[config.mk]
export PLATFORM = sky130hd
export DESIGN_NAME = seq_accum_fire_flat
export DESIGN_NICKNAME = d
export VERILOG_FILES = /design/src/rtl/seq_accum_fire_pkg.sv /design/src/rtl/seq_accum_fire_if.sv /design/src/rtl/seq_accum_fire_alu.sv /design/src/rtl/seq_accum_fire.sv /design/src/flat_wrapper.sv
export SDC_FILE = /design/constraint.sdc
export NUM_CORES = 1
export LEC_CHECK = 0
export ABC_AREA = 1
export CAP_MARGIN = 40
export CORE_ASPECT_RATIO = 1.4
export CORE_MARGIN = 4
export CORE_UTILIZATION = 25
export CTS_CLUSTER_DIAMETER = 200
export CTS_CLUSTER_SIZE = 30
export DETAILED_ROUTE_END_ITERATION = 16
export GPL_TIMING_DRIVEN = 1
export HOLD_SLACK_MARGIN = 0.02
export PLACE_DENSITY = 0.43
export SLEW_MARGIN = 10
export SYNTH_ARGS = -nofsm -noshare
export SYNTH_HDL_FRONTEND = slang
export SYNTH_SLANG_ARGS = --single-unit
[constraint.sdc]
create_clock -name CK -period 4.6 [get_ports CK]
set_input_delay 0.92 -clock CK [delete_from_list [all_inputs] [get_ports CK]]
set_output_delay 0.92 -clock CK [all_outputs]
set_load 0.01 [all_outputs]
[src/rtl/seq_accum_fire_pkg.sv]
// Shared types and arithmetic for the sequential synaptic accumulator.
// sat_add works at a fixed maximum width; constant sw/sat_en fold away in synthesis.
package seq_accum_pkg;

  typedef enum logic [1:0] {S_IDLE, S_ACC, S_DONE} acc_state_t;

  localparam int MAX_SW = 32;

  // Returns {ovf, sum}; ovf is the carry out of the low sw bits of the exact sum.
  function automatic logic [MAX_SW:0] sat_add(
    input logic [MAX_SW-1:0] a,
    input logic [MAX_SW-1:0] b,
    input int                sw,
    input logic              sat_en
  );
    logic [MAX_SW:0] exact;
    logic [MAX_SW:0] mask;
    logic [MAX_SW:0] res;
    logic            ovf;
    exact = {1'b0, a} + {1'b0, b};
    mask  = ({{MAX_SW{1'b0}}, 1'b1} << sw) - {{MAX_SW{1'b0}}, 1'b1};
    ovf   = |(exact >> sw);
    res   = ovf ? (sat_en ? mask : (exact & mask)) : exact;
    return {ovf, res[MAX_SW-1:0]};
  endfunction

endpackage

[src/rtl/seq_accum_fire_if.sv]
// Control / data bundle between the neuron datapath and the accumulator.
// Handshake: a beat transfers on a rising CK edge where IN_VALID && IN_READY; IN_READY is
// decoded from registered state only, so it never depends on IN_VALID in the same cycle.
interface seq_accum_fire_if
  import seq_accum_pkg::*;
#(
  parameter int W  = 10,
  parameter int SW = 14,
  parameter int CW = 4
);
  logic          START;
  logic          IN_VALID;
  logic [W-1:0]  IN_DATA;
  logic          IN_READY;
  logic [SW-1:0] THRESH;
  logic [SW-1:0] SUM;
  logic [CW-1:0] CNT;
  logic          BUSY;
  logic          DONE;
  logic          FIRE;
  logic          OVF;
  acc_state_t    dbg_state;

  modport master (
    output START, IN_VALID, IN_DATA, THRESH,
    input  IN_READY, SUM, CNT, BUSY, DONE, FIRE, OVF, dbg_state
  );

  modport slave (
    input  START, IN_VALID, IN_DATA, THRESH,
    output IN_READY, SUM, CNT, BUSY, DONE, FIRE, OVF, dbg_state
  );
endinterface

[src/rtl/seq_accum_fire_alu.sv]
// Combinational accumulate step: acc + zero-extended din, saturating or wrapping at SW bits.
module accum_alu
  import seq_accum_pkg::*;
#(
  parameter int W      = 10,
  parameter int SW     = 14,
  parameter int SAT_EN = 1
) (
  input  logic [SW-1:0] acc,
  input  logic [W-1:0]  din,
  output logic [SW-1:0] sum,
  output logic          ovf
);
  logic [MAX_SW-1:0] a_ext;
  logic [MAX_SW-1:0] b_ext;
  logic [MAX_SW:0]   res;
  logic              unused_res;

  always_comb begin
    a_ext          = '0;
    b_ext          = '0;
    a_ext[SW-1:0]  = acc;
    b_ext[W-1:0]   = din;
    res            = sat_add(a_ext, b_ext, SW, SAT_EN != 0);
  end

  assign sum        = res[SW-1:0];
  assign ovf        = res[MAX_SW];
  assign unused_res = ^res;
endmodule

[src/rtl/seq_accum_fire.sv]
// Sequential synaptic accumulator: sums NUM_IN handshaked beats, then flags FIRE
// when the final sum reaches THRESH. Holds the FSM, beat counter and result registers.
module seq_accum_fire
  import seq_accum_pkg::*;
#(
  parameter int W      = 10,
  parameter int NUM_IN = 10,
  parameter int SW     = 14,
  parameter int SAT_EN = 1
) (
  input logic           CK,
  input logic           RSTB,
  seq_accum_fire_if.slave bus
);
  localparam int CW = $clog2(NUM_IN + 1);

  acc_state_t    state_q, state_d;
  logic [SW-1:0] sum_q;
  logic [CW-1:0] cnt_q;
  logic          fire_q;
  logic          ovf_q;
  logic [SW-1:0] alu_sum;
  logic          alu_ovf;
  logic          beat;
  logic          last_beat;
  logic          start_run;

  accum_alu #(.W(W), .SW(SW), .SAT_EN(SAT_EN)) u_alu (
    .acc (sum_q),
    .din (bus.IN_DATA),
    .sum (alu_sum),
    .ovf (alu_ovf)
  );

  always_comb begin
    state_d   = state_q;
    beat      = 1'b0;
    last_beat = 1'b0;
    start_run = 1'b0;
    case (state_q)
      // DONE accepts START exactly like IDLE so runs can go back to back.
      S_IDLE, S_DONE: begin
        if (bus.START) begin
          start_run = 1'b1;
          state_d   = S_ACC;
        end else begin
          state_d   = S_IDLE;
        end
      end
      S_ACC: begin
        beat      = bus.IN_VALID;
        last_beat = beat && (cnt_q == CW'(NUM_IN - 1));
        if (last_beat) state_d = S_DONE;
      end
      default: state_d = S_IDLE;
    endcase
  end

  always_ff @(posedge CK or negedge RSTB) begin
    if (!RSTB) begin
      state_q <= S_IDLE;
      sum_q   <= '0;
      cnt_q   <= '0;
      fire_q  <= 1'b0;
      ovf_q   <= 1'b0;
    end else begin
      state_q <= state_d;
      if (start_run) begin
        sum_q  <= '0;
        cnt_q  <= '0;
        fire_q <= 1'b0;
        ovf_q  <= 1'b0;
      end else if (beat) begin
        sum_q <= alu_sum;
        cnt_q <= cnt_q + 1'b1;
        if (alu_ovf) ovf_q <= 1'b1;
        // THRESH matters only on the final beat; FIRE is frozen afterwards.
        if (last_beat) fire_q <= (alu_sum >= bus.THRESH);
      end
    end
  end

  assign bus.IN_READY  = (state_q == S_ACC);
  assign bus.BUSY      = (state_q == S_ACC);
  assign bus.DONE      = (state_q == S_DONE);
  assign bus.SUM       = sum_q;
  assign bus.CNT       = cnt_q;
  assign bus.FIRE      = fire_q;
  assign bus.OVF       = ovf_q;
  assign bus.dbg_state = state_q;
endmodule
[src/flat_wrapper.sv]
// flat-port wrapper written by rule: the top's interface ports become plain ports
module seq_accum_fire_flat import seq_accum_pkg::*;
#(
  parameter int W      = 10,
  parameter int NUM_IN = 10,
  parameter int SW     = 14,
  parameter int SAT_EN = 1
)
  (CK, RSTB, bus_START, bus_IN_VALID, bus_IN_DATA, bus_THRESH, bus_IN_READY, bus_SUM, bus_CNT, bus_BUSY, bus_DONE, bus_FIRE, bus_OVF, bus_dbg_state);
  seq_accum_fire_if #(.W(W), .SW(SW)) bus_i ();
  input logic CK;
  input logic RSTB;
  input wire logic [$bits(bus_i.START)-1:0] bus_START;
  input wire logic [$bits(bus_i.IN_VALID)-1:0] bus_IN_VALID;
  input wire logic [$bits(bus_i.IN_DATA)-1:0] bus_IN_DATA;
  input wire logic [$bits(bus_i.THRESH)-1:0] bus_THRESH;
  output wire logic [$bits(bus_i.IN_READY)-1:0] bus_IN_READY;
  output wire logic [$bits(bus_i.SUM)-1:0] bus_SUM;
  output wire logic [$bits(bus_i.CNT)-1:0] bus_CNT;
  output wire logic [$bits(bus_i.BUSY)-1:0] bus_BUSY;
  output wire logic [$bits(bus_i.DONE)-1:0] bus_DONE;
  output wire logic [$bits(bus_i.FIRE)-1:0] bus_FIRE;
  output wire logic [$bits(bus_i.OVF)-1:0] bus_OVF;
  output wire logic [$bits(bus_i.dbg_state)-1:0] bus_dbg_state;
  assign bus_i.START = bus_START;
  assign bus_i.IN_VALID = bus_IN_VALID;
  assign bus_i.IN_DATA = bus_IN_DATA;
  assign bus_i.THRESH = bus_THRESH;
  assign bus_IN_READY = bus_i.IN_READY;
  assign bus_SUM = bus_i.SUM;
  assign bus_CNT = bus_i.CNT;
  assign bus_BUSY = bus_i.BUSY;
  assign bus_DONE = bus_i.DONE;
  assign bus_FIRE = bus_i.FIRE;
  assign bus_OVF = bus_i.OVF;
  assign bus_dbg_state = bus_i.dbg_state;
  seq_accum_fire #(.W(W), .NUM_IN(NUM_IN), .SW(SW), .SAT_EN(SAT_EN)) u_core (.CK(CK), .RSTB(RSTB), .bus(bus_i));
endmodule
# Yosys cells after proc, flatten, opt, wreduce, memory -nomap -nowiden
# Cells that the tools add are included.
word_totals:
  ff_bits: 22
op_classes:
  n_mux: 18
  eq_ne: 4
  n_reduce_logical: 9
  addsub: 2
  order_cmp: 1
ops:
  columns: ["operator", "n"]
  rows:
  - ["14-bit two-way mux", 3]
  - ["19-bit OR reduction", 1]
  - ["14-bit by 10-bit adder with 15-bit output", 1]
  - ["14-bit greater-or-equal comparator", 1]
  - ["1-bit two-way mux", 11]
  - ["4-bit two-way mux", 2]
  - ["2-bit nonzero test", 3]
  - ["4-bit by 1-bit adder with 4-bit output (second input constant)", 1]
  - ["4-bit equality test (second input constant)", 1]
  - ["2-bit case mux with 2 select lines", 1]
  - ["2-bit AND reduction", 2]
  - ["2-bit by 1-bit equality test with 1-bit output (second input constant)", 1]
  - ["2-bit equality test (second input constant)", 1]
  - ["2-bit zero test", 1]
  - ["2-bit two-way mux", 1]
  - ["2-bit by 1-bit inequality test with 1-bit output (second input constant)", 1]
  - ["2-bit OR reduction", 1]
  - ["1-bit logical AND", 1]

# Logic depth before layout (Yosys ltp)
depth:
  ltp_word: 7
  ltp_mapped: 19

# By module
# A second synthesis with hierarchy kept.
unflattened:
  hier_cells: 332
  hier_area_um2: 2195.9
modules_own_cells:
  columns: ["mod", "instances", "seq_area_each_um2", "area_per_inst_um2", "cells_per_inst"]
  rows:
  - ["seq_accum_fire", 1, 550.5, 1358.8, 177]
  - ["accum_alu", 1, 0.0, 837.1, 155]

# Worst setup path after synthesis
# OpenSTA, ideal clock, no wires.
synth_path:
  path_kind: "input to register"
  from: "in bus_IN_DATA[0]"
  to: "reg u_core.fire_q (netlist: u_core.bus.FIRE)"
  cell_stages: 16
  required_ps: 4535
  arrival_ps: 3120
  setup_slack_ps: 1415
  cell_sequence: "ha_1 fa_1 nand3_1 nand2_2 nand2_1 nand2_2 nand2_2 nand2_2 or2_2 ha_1 nand2_1 nor4_1 nand2_1 nand3_1 nand2_1 nand2_1"
synth_between:
  elab_chain_len: 7
synth_rtl:
  columns: ["item", "line_no", "text"]
  rows:
  - ["start: declaration", "flat_wrapper.sv:15", "input wire logic [$bits(bus_i.IN_DATA)-1:0] bus_IN_DATA;"]
  - ["14-bit by 10-bit adder with 15-bit output *", "seq_accum_fire_pkg.sv:20", "exact = {1'b0, a} + {1'b0, b};"]
  - ["19-bit OR reduction", "seq_accum_fire_pkg.sv:22", "ovf = |(exact >> sw);"]
  - ["14-bit two-way mux *", "seq_accum_fire_pkg.sv:23", "res = ovf ? (sat_en ? mask : (exact & mask)) : exact;"]
  - ["14-bit greater-or-equal comparator *", "seq_accum_fire.sv:78", "if (last_beat) fire_q <= (alu_sum >= bus.THRESH);"]
  - ["1-bit two-way mux *", "seq_accum_fire.sv:78", null]
  - ["1-bit two-way mux *", "seq_accum_fire.sv:73", "end else if (beat) begin"]
  - ["1-bit two-way mux *", "seq_accum_fire.sv:68", "if (start_run) begin"]
  - ["end signal: assignment", "seq_accum_fire.sv:78", null]
  - ["end: declaration", "seq_accum_fire.sv:20", "logic fire_q;"]
# Mark *: on every way between the ends. The rest lies on a longest branch, timed or not. The select of a mux whose other input is x is not followed.
# A chain may end at the register's enable or synchronous reset.

# Worst setup path in the final report
# Same ends and word-level chain as after synthesis.

==> impl_metrics.yaml <==
timing:
  tightest_slew_ns: 0.560
  min_period_over_period: 0.781
  post-route-min-period_ns: 3.59
  slew-limit-headroom: 0.626
  slew_viol_final: 0
  fmax_mhz: 278
  fin_tns_setup_ns: 0
  rsz0062_at_grt: "false"
  whs_ns: 0.508
  setup_violations: 0
  finalClockSkew_ns: 0.00527
  finalHoldViolations: 0
worst_setup_path:
  rr_worst_depth: 17
  cp_max_fo: 7
  reg2reg_to: "u_core.bus.FIRE"
  worst_ep_required_time_ns: 4.75
  cp-start-kind: "input port"
  r2r-start: "u_core.bus.SUM[0]"
  critPathKind: "input port to flip-flop"
  startpoint: "bus_IN_DATA[0]"
  r2r_slack_ns: 1.64
  endpoint_kind: "flip-flop"
  critPathArrivalTime_ns: 3.74
finish:
  syn_to_final_growth_pct: 33.8
  n_antenna_cell: 0
  instances_no_fill: 469
  fin_nets: 424
  fill_cells: 868
  drive_gt1_frac: 0.0545
pwr:
  p_total_w: 0.00172
  power_density_nw_per_um2: 613
  p_leak_nw: 1.54
  vdd_drop_max_uv: 205
clock_tree:
  path_clk_slew_ns: 0.06
  cts_setup_buffers: 0
  cts.sinks: 22
  clk_latency_ns: 0.26
  htree_levels: 1
  root_buffer: "clkbuf_16"
  cts_buffers: 3
  cts_max_path_buffers: 2
  cts_resized: 0
  cts_tree: "built"
  hold_buffers: 0
synth:
  synth-xor-area-share: 0.0293
  synth_area_leader_cell: "dfrtp_1"
  ys_seq_area_frac: 0.263
  synth-compound-area-share: 0.0838
  netlist_instances: 314
  synth.ff_latch_count: 22
  synth_top_area_share: 0.263
  yosysMostFrequentCell: "nand2_1"
  synth_edf_count: 0
  async_reset_ff_frac: 1.00
  syn-cell-area_um2: 2090
  synthAdderAreaFrac: 0.165
  synth_area_per_cell_um2: 6.66
  synth_top_family_by_area: "simple AND/OR/NAND/NOR gates"
  synth-main-ff-cell: "dfrtp_1"
  synth.yosys.warnings: 0
  yosys-top-cells-area: "dfrtp_1 26%, nand2_1 20%, ha_1 16%"
  synthTopCellsByCount: "109 x nand2_1, 58 x inv_1, 26 x ha_1, 22 x dfrtp_1"
  synth-simple-area-share: 0.343
  synth_mux_area_frac: 0
  synth_nets: 369
  ys_types: 30
global_route:
  grt_pass1_vias: 2126
  grt_start_max_net_pins: 23
  grt_overflow: 0
  antenna_found_initial: 0
  grt_usage: 0.131
  grt_pass1_wl_um: 10200
run:
  maxCapViolations: 0
detailed_routing:
  route.vias.total: 2023
  viasPerCell: 4.31
  drtIter0Drc: 82
  drt_first_pass_iters: 4
  wirelength_um: 6110
  drc: 0
  wire_per_inst_um: 13.0
  detail-route-antenna-nets: 0
min_path:
  hold_path.class: "flip-flop to flip-flop"
  hold_end: "u_core.bus.FIRE"
  hold_depth: 2
  hp-start: "u_core.bus.FIRE"
placed_design:
  place.gp.congestion: 0.799
  dp_hpwl_um: 5080
  place_inst: 466
  portBuffers: 52
die:
  die_y_um: 116
  die_w_um: 85.3
  initial_core_util: 0.257
  rows: 39
  die_area_um2: 9910
  io_pins: 53
  core_um2: 8150
status:
  status: "finished clean"
==> state kept, by name (all words and copies together), names as in the netlist <==
register              cells
u_core.bus.FIRE           1
u_core.bus.OVF            1
u_core.bus.CNT            4
u_core.bus.dbg_state      2
u_core.bus.SUM           14
==> layout by cell type (no fill, tap or decap), drive strengths merged <==
cell type	instances
o22ai	1
o211ai	1
ha	26
o21bai	1
nor2	21
inv	58
nor4	1
fa	1
or2	5
nand2	114
clkbuf	3
nand4	4
a21oi	15
dfrtp	22
nor3	3
nand3	20
xor2	7
buf	1
o21ai	9
clkdlybuf4s50	52
a21boi	2
==> per-stage QoR <==
stage               utilization  area (µm²)  setup WS, ns
global placement          0.334        2720         0.782
detailed placement        0.334        2720         0.735
CTS                       0.343        2800         0.998
floorplan                     -        2090          1.41
global route              0.343        2800         0.770
finish                    0.343        2800          1.01
==> worst max-delay path, cell delays in order <==
cell and delay (ns):
clkdlybuf4s50_1 0.40, ha_1 0.22, fa_1 0.41, nand3_1 0.11, nand2_2 0.10, nand2_1 0.08, nand2_2 0.08, a21boi_4 0.26
nand3_1 0.17, ha_1 0.34, nand2_1 0.08, inv_1 0.03, o21ai_0 0.15, nand2_1 0.07, a21oi_1 0.11, nand3_1 0.09
nand2_1 0.06, nand2_1 0.04
==> worst max path at each step <==
stage	to	slack [ns]
global placement	u_core.bus.FIRE	0.78
finish	u_core.bus.FIRE	1.01
floorplan	u_core.bus.FIRE	1.41
global route	u_core.bus.FIRE	0.77
detailed placement	u_core.bus.FIRE	0.73
CTS	u_core.bus.FIRE	1.0
==> layer usage <==
layer	vias up	part of all wire	track usage	routed length (µm)
li1	1084	-	-	-
met1	889	0.40	0.149	2470
met2	44	0.54	0.252	3300
met3	6	0.039	0.0176	237
met4	0	0.017	0.0401	104
met5	-	0	0	0
==> power by group <==
group	internal, W	total [W]	switching, W
registers	0.000274	0.000366	0.0000913
clock network	0.000115	0.000192	0.0000766
logic	0.000504	0.00116	0.000653
==> area by class of cell <==
cell class / count / area, µm² / share of cell area
repair buffers: 53 / 528 / 0.189
multi-input cells: 231 / 1300 / 0.464
clock buffers: 3 / 75.1 / 0.0268
well taps: 102 / 128 / 0.0456
inverters: 58 / 218 / 0.0778
flip-flops and latches: 22 / 551 / 0.197
==> cell families after synthesis <==
kind of cell	after synthesis
compound gates	29
flops	22
simple gates	168
buf+inv	61
xor+xnor	7
fa+ha+maj	27
(Power assumes the default switching activity.)
